[src/rtl/dmi_sba_preload_seq.sv]
// DMI master sequencer: preloads memory sections through System Bus Access, then optionally
// halts the hart, sets its PC via an abstract command and resumes it.
module dmi_sba_preload_seq #(
    parameter int unsigned MaxPolls = 1024,
    parameter int unsigned LenWidth = 16
) (
    input  logic                clk_i,
    input  logic                rst_ni,
    input  logic                start_i,
    input  logic                wakeup_en_i,
    input  logic [31:0]         start_pc_i,
    input  logic                sec_valid_i,
    output logic                sec_ready_o,
    input  logic [31:0]         sec_addr_i,
    input  logic [LenWidth-1:0] sec_len_i,
    input  logic                word_valid_i,
    output logic                word_ready_o,
    input  logic [31:0]         word_data_i,
    output logic                dmi_req_valid_o,
    input  logic                dmi_req_ready_i,
    output logic [6:0]          dmi_req_addr_o,
    output logic [1:0]          dmi_req_op_o,
    output logic [31:0]         dmi_req_data_o,
    input  logic                dmi_rsp_valid_i,
    output logic                dmi_rsp_ready_o,
    input  logic [31:0]         dmi_rsp_data_i,
    input  logic [1:0]          dmi_rsp_resp_i,
    output logic                busy_o,
    output logic                done_o,
    output logic                error_o
);

    localparam int unsigned PollW = $clog2(MaxPolls + 1);

    localparam logic [6:0] AddrDmControl = 7'h10;
    localparam logic [6:0] AddrDmStatus  = 7'h11;
    localparam logic [6:0] AddrData0     = 7'h04;
    localparam logic [6:0] AddrCommand   = 7'h17;
    localparam logic [6:0] AddrSbcs      = 7'h38;
    localparam logic [6:0] AddrSbAddr0   = 7'h39;
    localparam logic [6:0] AddrSbData0   = 7'h3C;

    localparam logic [1:0] OpRead  = 2'd1;
    localparam logic [1:0] OpWrite = 2'd2;

    typedef enum logic [2:0] {StIdle, StReq, StRsp, StSec, StWord} state_e;

    typedef enum logic [3:0] {
        OpAct, OpCfg, OpAddr, OpData, OpFin, OpPc, OpHalt, OpHaltWait,
        OpClr1, OpCmd, OpResume, OpClr2
    } step_e;

    state_e                state_q, state_d;
    step_e                 step_q, step_d;
    logic                  rd_q, rd_d;       // 1: current request is a status read
    logic [PollW-1:0]      poll_q, poll_d;
    logic [LenWidth-1:0]   cnt_q, cnt_d;
    logic [31:0]           addr_q, addr_d;
    logic [31:0]           word_q, word_d;
    logic [31:0]           pc_q, pc_d;
    logic                  wake_q, wake_d;
    logic                  done_q, done_d;
    logic                  error_q, error_d;

    logic [6:0]            step_addr;
    logic [31:0]           step_wdata;
    logic                  step_sbpoll;
    logic                  adv, retry, fail;

    // Write target of each step and whether an SBCS busy poll follows it.
    always_comb begin
        step_addr   = AddrDmControl;
        step_wdata  = 32'h0;
        step_sbpoll = 1'b1;
        unique case (step_q)
            OpAct:      step_wdata = 32'h0000_0001;
            OpCfg:      begin step_addr = AddrSbcs;    step_wdata = 32'h0005_8000; end
            OpAddr:     begin step_addr = AddrSbAddr0; step_wdata = addr_q;        end
            OpData:     begin step_addr = AddrSbData0; step_wdata = word_q;        end
            OpFin:      begin
                step_addr   = AddrSbcs;
                step_wdata  = 32'h0005_0000;
                step_sbpoll = 1'b0;
            end
            OpPc:       begin step_addr = AddrData0;   step_wdata = pc_q;          end
            OpHalt:     step_wdata = 32'h8000_0001;
            OpHaltWait: begin step_addr = AddrDmStatus; step_sbpoll = 1'b0;        end
            OpClr1:     step_wdata = 32'h0000_0001;
            OpCmd:      begin step_addr = AddrCommand; step_wdata = 32'h0023_07B1; end
            OpResume:   step_wdata = 32'h4000_0001;
            OpClr2:     step_wdata = 32'h0000_0001;
            default:    ;
        endcase
    end

    always_comb begin
        state_d = state_q;
        step_d  = step_q;
        rd_d    = rd_q;
        poll_d  = poll_q;
        cnt_d   = cnt_q;
        addr_d  = addr_q;
        word_d  = word_q;
        pc_d    = pc_q;
        wake_d  = wake_q;
        done_d  = done_q;
        error_d = error_q;

        sec_ready_o     = 1'b0;
        word_ready_o    = 1'b0;
        dmi_req_valid_o = 1'b0;
        dmi_req_addr_o  = 7'h00;
        dmi_req_op_o    = 2'd0;
        dmi_req_data_o  = 32'h0;
        dmi_rsp_ready_o = 1'b0;

        adv   = 1'b0;
        retry = 1'b0;
        fail  = 1'b0;

        unique case (state_q)
            StIdle: begin
                if (start_i) begin
                    done_d  = 1'b0;
                    error_d = 1'b0;
                    wake_d  = wakeup_en_i;
                    pc_d    = start_pc_i;
                    step_d  = OpAct;
                    rd_d    = 1'b0;
                    poll_d  = '0;
                    state_d = StReq;
                end
            end
            StReq: begin
                dmi_req_valid_o = 1'b1;
                if (rd_q) begin
                    dmi_req_op_o   = OpRead;
                    dmi_req_addr_o = (step_q == OpHaltWait) ? AddrDmStatus : AddrSbcs;
                end else begin
                    dmi_req_op_o   = OpWrite;
                    dmi_req_addr_o = step_addr;
                    dmi_req_data_o = step_wdata;
                end
                if (dmi_req_ready_i) begin
                    state_d = StRsp;
                end
            end
            StRsp: begin
                dmi_rsp_ready_o = 1'b1;
                if (dmi_rsp_valid_i) begin
                    if (dmi_rsp_resp_i != 2'd0) begin
                        fail = 1'b1;
                    end else if (!rd_q) begin
                        if (step_sbpoll) begin
                            rd_d    = 1'b1;
                            poll_d  = '0;
                            state_d = StReq;
                        end else begin
                            adv = 1'b1;
                        end
                    end else if (step_q == OpHaltWait) begin
                        if (dmi_rsp_data_i[8]) adv = 1'b1;
                        else                   retry = 1'b1;
                    end else if (dmi_rsp_data_i[14:12] != 3'b000) begin
                        fail = 1'b1;
                    end else if (dmi_rsp_data_i[21]) begin
                        retry = 1'b1;
                    end else begin
                        adv = 1'b1;
                    end
                end
            end
            StSec: begin
                sec_ready_o = 1'b1;
                if (sec_valid_i) begin
                    rd_d    = 1'b0;
                    state_d = StReq;
                    if (sec_len_i == '0) begin
                        step_d = OpFin;
                    end else begin
                        step_d = OpAddr;
                        addr_d = sec_addr_i;
                        cnt_d  = sec_len_i;
                    end
                end
            end
            StWord: begin
                word_ready_o = 1'b1;
                if (word_valid_i) begin
                    word_d  = word_data_i;
                    step_d  = OpData;
                    rd_d    = 1'b0;
                    state_d = StReq;
                end
            end
            default: state_d = StIdle;
        endcase

        if (adv) begin
            rd_d    = 1'b0;
            poll_d  = '0;
            state_d = StReq;
            unique case (step_q)
                OpAct:      step_d = OpCfg;
                OpCfg:      state_d = StSec;
                OpAddr:     state_d = StWord;
                OpData: begin
                    cnt_d   = cnt_q - 1'b1;
                    state_d = (cnt_q == LenWidth'(1)) ? StSec : StWord;
                end
                OpFin: begin
                    if (wake_q) begin
                        step_d = OpPc;
                    end else begin
                        done_d  = 1'b1;
                        state_d = StIdle;
                    end
                end
                OpPc:       step_d = OpHalt;
                OpHalt: begin
                    step_d = OpHaltWait;
                    rd_d   = 1'b1;
                end
                OpHaltWait: step_d = OpClr1;
                OpClr1:     step_d = OpCmd;
                OpCmd:      step_d = OpResume;
                OpResume:   step_d = OpClr2;
                OpClr2: begin
                    done_d  = 1'b1;
                    state_d = StIdle;
                end
                default: ;
            endcase
        end

        // The read that reaches MaxPolls without success is the last one.
        if (retry) begin
            if (poll_q == PollW'(MaxPolls - 1)) begin
                fail = 1'b1;
            end else begin
                poll_d  = poll_q + 1'b1;
                state_d = StReq;
            end
        end

        if (fail) begin
            error_d = 1'b1;
            done_d  = 1'b0;
            state_d = StIdle;
        end
    end

    always_ff @(posedge clk_i or negedge rst_ni) begin
        if (!rst_ni) begin
            state_q <= StIdle;
            step_q  <= OpAct;
            rd_q    <= 1'b0;
            poll_q  <= '0;
            cnt_q   <= '0;
            addr_q  <= 32'h0;
            word_q  <= 32'h0;
            pc_q    <= 32'h0;
            wake_q  <= 1'b0;
            done_q  <= 1'b0;
            error_q <= 1'b0;
        end else begin
            state_q <= state_d;
            step_q  <= step_d;
            rd_q    <= rd_d;
            poll_q  <= poll_d;
            cnt_q   <= cnt_d;
            addr_q  <= addr_d;
            word_q  <= word_d;
            pc_q    <= pc_d;
            wake_q  <= wake_d;
            done_q  <= done_d;
            error_q <= error_d;
        end
    end

    assign busy_o  = (state_q != StIdle);
    assign done_o  = done_q;
    assign error_o = error_q;

endmodule

[config.mk]
export PLATFORM = sky130hd
export DESIGN_NAME = dmi_sba_preload_seq
export DESIGN_NICKNAME = d
export VERILOG_FILES = /design/src/rtl/dmi_sba_preload_seq.sv
export SDC_FILE = /design/constraint.sdc
export NUM_CORES = 1
export LEC_CHECK = 0
export BUFFER_PORTS_ARGS = -buffer_cell sky130_fd_sc_hd__clkbuf_2
export CORE_MARGIN = 8
export CORE_UTILIZATION = 46
export DETAILED_ROUTE_END_ITERATION = 16
export PLACE_DENSITY = 0.74
export SETUP_SLACK_MARGIN = 0.4
export SLEW_MARGIN = 25
export SYNTH_ARGS = -nofsm -noshare
export SYNTH_HDL_FRONTEND = slang
export SYNTH_SLANG_ARGS = --single-unit
[constraint.sdc]
create_clock -name clk_i -period 2.7 [get_ports clk_i]
set_input_delay 0.135 -clock clk_i [delete_from_list [all_inputs] [get_ports clk_i]]
set_output_delay 0.135 -clock clk_i [all_outputs]
set_load 0.01 [all_outputs]
== Yosys cells after proc, flatten, opt, wreduce, memory -nomap -nowiden ==
Cells that the tools add are included.
Storage, ports and cells
  input port bits: 154
  output and inout port bits: 48
  register bits: 134
Operators by class
  add/subtract/negate cells: 2
  eq/ne operators: 22
  reductions and logical operators: 17
  bitwise operators: 1
  multiplexer cells: 94
Operator list (count)
  case mux 32 bit (9 select lines): 1
  two-way mux 11 bit: 8
  two-way mux 16 bit: 5
  two-way mux 32 bit: 2
  two-way mux 1 bit: 46
  two-way mux 3 bit: 14
  case mux 6 bit (6 select lines): 1
  case mux 4 bit (8 select lines): 1
  case mux 3 bit (5 select lines): 2
  case mux 11 bit (2 select lines): 1
  two-way mux 4 bit: 5
  == test 16 x 1 -> 1 bit (second input constant): 1
  == test 4 x 3 -> 1 bit (second input constant): 4
  == test 4 bit (second input constant): 4
  zero test 16 bit: 1
  subtractor 16 x 1 -> 16 bit (second input constant): 1
  != test 3 bit (second input constant): 5
  two-way mux 7 bit: 2
  case mux 4 bit (3 select lines): 1
  adder 11 x 1 -> 11 bit (second input constant): 1
  == test 11 x 10 -> 1 bit (second input constant): 1
  == test 4 x 2 -> 1 bit (second input constant): 2
  == test 3 x 2 -> 1 bit (second input constant): 2
  two-way mux 6 bit: 1
  17 further kinds: 24

== Longest topological paths before layout ==
  word-level depth: 11
  mapped depth: 8

== Worst setup path after synthesis ==
No wires, ideal clock.
  path type: flip-flop to output port
  start: reg state_q[0]
  end: out dmi_req_data_o[10]
  path buffers: 2
  arrival time: 1888 ps
  stages on the path, launching flop included: 9
  slack: 677 ps
  required time: 2565 ps
  cell sequence: dfrtp_1 buf_2 inv_1 nor3_1 nand2_1 inv_1 nand2_1 clkbuf_1 a31oi_1
On the way
  cells in the longest elaborated chain, start to end: 2
RTL lines
  start, declared: line 53  | state_e state_q, state_d;
  start signal, assigned: line 255  | state_q <= StIdle;
  start signal, assigned: line 267  | state_q <= state_d;
  == test 3 x 1 -> 1 bit: line 121  | unique case (state_q)
  two-way mux 32 bit: line 121
  end, declared: line 23  | output logic [31:0] dmi_req_data_o,
Every way passes these cells.

== Final worst setup path ==
  start: reg step_q[3]
  end: out dmi_req_data_o[21]
On the way
  cells in the longest elaborated chain, start to end: 5
  elaborated cells on any way between the ends: 15
RTL lines
  start, declared: line 54  | step_e step_q, step_d;
  start signal, assigned: line 256  | step_q <= OpAct;
  start signal, assigned: line 268  | step_q <= step_d;
  == test 4 bit or zero test 4 bit (tied branches): line 75  | unique case (step_q)
  OR reduction 3 bit (no line)
  case mux 32 bit (9 select lines) (*): line 75
  two-way mux 32 bit (*): line 136  | if (rd_q) begin
  two-way mux 32 bit (*): line 121
Every way passes the cells marked *; elsewhere a longest branch is shown, timed or not.

==> metrics.txt <==
CTS tree done; Die Y 139 microns; Sinks on Clock Net 134; final WL 26.0 mm; Slew Limit Fails 0; Synth-to-Final Area Change 45.3%; vias in the first global route 7542; global route overflow 0; Worst-Skew Late Latency 0.44 ns; I/O pin count 202; layout cells sized above 1 35.2%; pre-CTS WS 0.467 ns; CP max FO 9; Clock Root Buffer clkbuf_16; initial drt markers 638; Synth Net Count 884; Crit. End Element output port; GRT Overall Usage 25.5%; vias per std cell 5.91; DP Cell Count 1064; area of placed instances 8140 sq um; Mapped Area 7020 sq um; FF+latch area 3360 sq um; Tightest Hold Check Type input port to flip-flop; Ys Warns 0; flop and latch count out of synthesis 134; Setup Viol. Count Final 0; cts bufs inserted 17; Max VDD drop 539 uV; DP HPWL 14.6 mm; Req. time, crit path 2.57 ns; clock transition at the registers of the reported paths 0.06 ns; Post-synth EDFFs 0; pin count of the biggest net entering global routing 59; post-synthesis sequential area ratio 47.8%; arrival time worst endpoint 2.20 ns; DR pass1 iterations 5; die outline width 139 microns; post-route minimum period 2.34 ns; Post-layout nets 1184; final worst setup slack 0.363 ns; Top FF cell, synth dfrtp_1; final hold slack 0.0243 ns; vias post-DR 7267; Synth cell types 77; Clock Tree Buf Depth 2; PD cells 817 nW/um^2; initial antenna violation count 1; Mapped Cells 727; total die area 19500 sq um; r2r worst-path depth 6; IO Port Bufs 173; worst slew pin tran 0.582 ns; outcome finished, final reports clean; crit path launch type flip-flop; Peak Freq 428 MHz; Period Utilization, post-route 86.6%; GPL Wtd Cong 0.884; drc violations 0; number of max-cap violations 0; setup TNS 0 ns; RSZ-0062 raised after global routing yes; WL per Instance 21.1 microns; Rel. slew slack 60.9%; worst setup path class flip-flop to output port; static leakage 4.87 nW; hold-critical path depth 3; Initial Util 46.7%; H-tree depth 4; final hold vios 0; Post-synth ARST share 100%; post-route ant nets 0; Non-Filler Instances 1229; area occupied by multi-input gates 3430 sq um; core box area 15000 sq um; Worst Clk Skew 0.0143 ns; Post-Synthesis Mean Instance Area 9.65 sq um; final core occ 67.8%; cell row count 45; Design Area, Final 10200 sq um; fill cell count 1059; first-pass GRT wire length 39.2 mm; Final Power 8.33 mW
## power breakdown
group / total, mW / internal, mW / leakage, nW / switching (mW)
clock: 2.34 / 1.37 / 0.265 / 0.967
combinational: 2.87 / 1.27 / 2.93 / 1.61
sequential: 3.12 / 2.65 / 1.68 / 0.472
total: 8.33 / 5.28 / 4.87 / 3.05
## layout make-up
class	count	area share, %
multi-input combinational	517	33.7
sequential	134	33.0
timing repair buffer	331	24.4
clock buffer	19	4.25
tap	188	2.31
clock inverter	13	1.45
inverter	26	0.957
antenna	1	0.0245
## registers in the layout, indices dropped and copies added (netlist names), 3 cells and up
signal	cells
addr_q	32
pc_q	32
word_q	32
cnt_q	16
poll_q	11
step_q	4
state_q	3
## placed cells by master, fill, tap and decap left out, types with 6 or more instances in the layout
master,count
a211oi_1,15
a21oi_1,21
a222oi_1,20
a22oi_1,10
buf_12,6
buf_4,39
buf_6,8
clkbuf_16,21
clkbuf_2,169
clkinvlp_4,6
dfrtp_1,127
dfrtp_2,7
dlygate4sd3_1,100
inv_1,24
mux2_2,59
mux2i_1,8
nand2_1,151
nand3_1,9
nor2_1,46
nor3_1,22
nor4_1,12
o21ai_0,13
o22ai_1,18
## final timing paths
| check | from | to | slack, ns |
|---|---|---|---|
| max in group asynchronous | rst_ni | state_q[1] | 1.71 |
| worst min register to register | addr_q[29] | addr_q[29] | 0.48 |
| worst min-delay path | sec_len_i[15] | cnt_q[15] | 0.02 |
| worst max register to register | state_q[0] | poll_q[7] | 0.50 |
| worst max-delay path | step_q[3] | dmi_req_data_o[21] | 0.36 |
| min in group asynchronous | rst_ni | cnt_q[4] | 0.22 |
## what timing repair did
item,CTS,global route
hold endpoints to repair,153,0
hold buffers,100,0
setup endpoints to repair,34,39
cloned,0,5
pin swaps,4,7
gates resized for setup,23,27
setup buffers,12,15
## routing by layer
layer / up-vias / GRT usage, % / wire length [microns]
li1: 3228 / - / -
met1: 3503 / 28.2 / 9590
met2: 414 / 42.8 / 12700
met3: 122 / 7.01 / 2060
met4: 0 / 16.5 / 1570
met5: - / 0 / 0
## cells by family after synthesis
logic type,share of synthesized area [%]
AND/OR/NAND/NOR,20.4
adder cells (fa/ha/maj),0.535
flip-flops,47.8
other,0.0535
AO/OA/AOI/OAI,15.0
multiplexers,11.1
XOR/XNOR,0.624
buffers and inverters,4.49
## synthesized netlist by cell type, types with 6 or more instances
master / count / area [sq um]
o22ai_1: 18 / 113
inv_1: 25 / 93.8
nor2_1: 48 / 180
a22oi_1: 10 / 75.1
and3_1: 6 / 37.5
clkbuf_1: 23 / 86.3
a21oi_1: 21 / 105
a31oi_1: 9 / 56.3
a211oi_1: 16 / 120
dfrtp_1: 134 / 3350
nor4_1: 12 / 75.1
a222oi_1: 20 / 200
o21ai_0: 13 / 65.1
mux2i_1: 8 / 80.1
nor3_1: 23 / 115
mux2_2: 59 / 664
buf_2: 18 / 90.1
nand3_1: 9 / 45.0
buf_1: 7 / 26.3
nand2_1: 154 / 578
## critical path, cell delays in order, from the launching register on
cell	delay [ns]
dfrtp_2	0.46
buf_4	0.20
nor3_4	0.29
buf_6	0.16
buf_12	0.11
a22oi_1	0.12
a31oi_2	0.25
clkbuf_2	0.17
No activity file was read; power rests on OpenSTA's default activity.
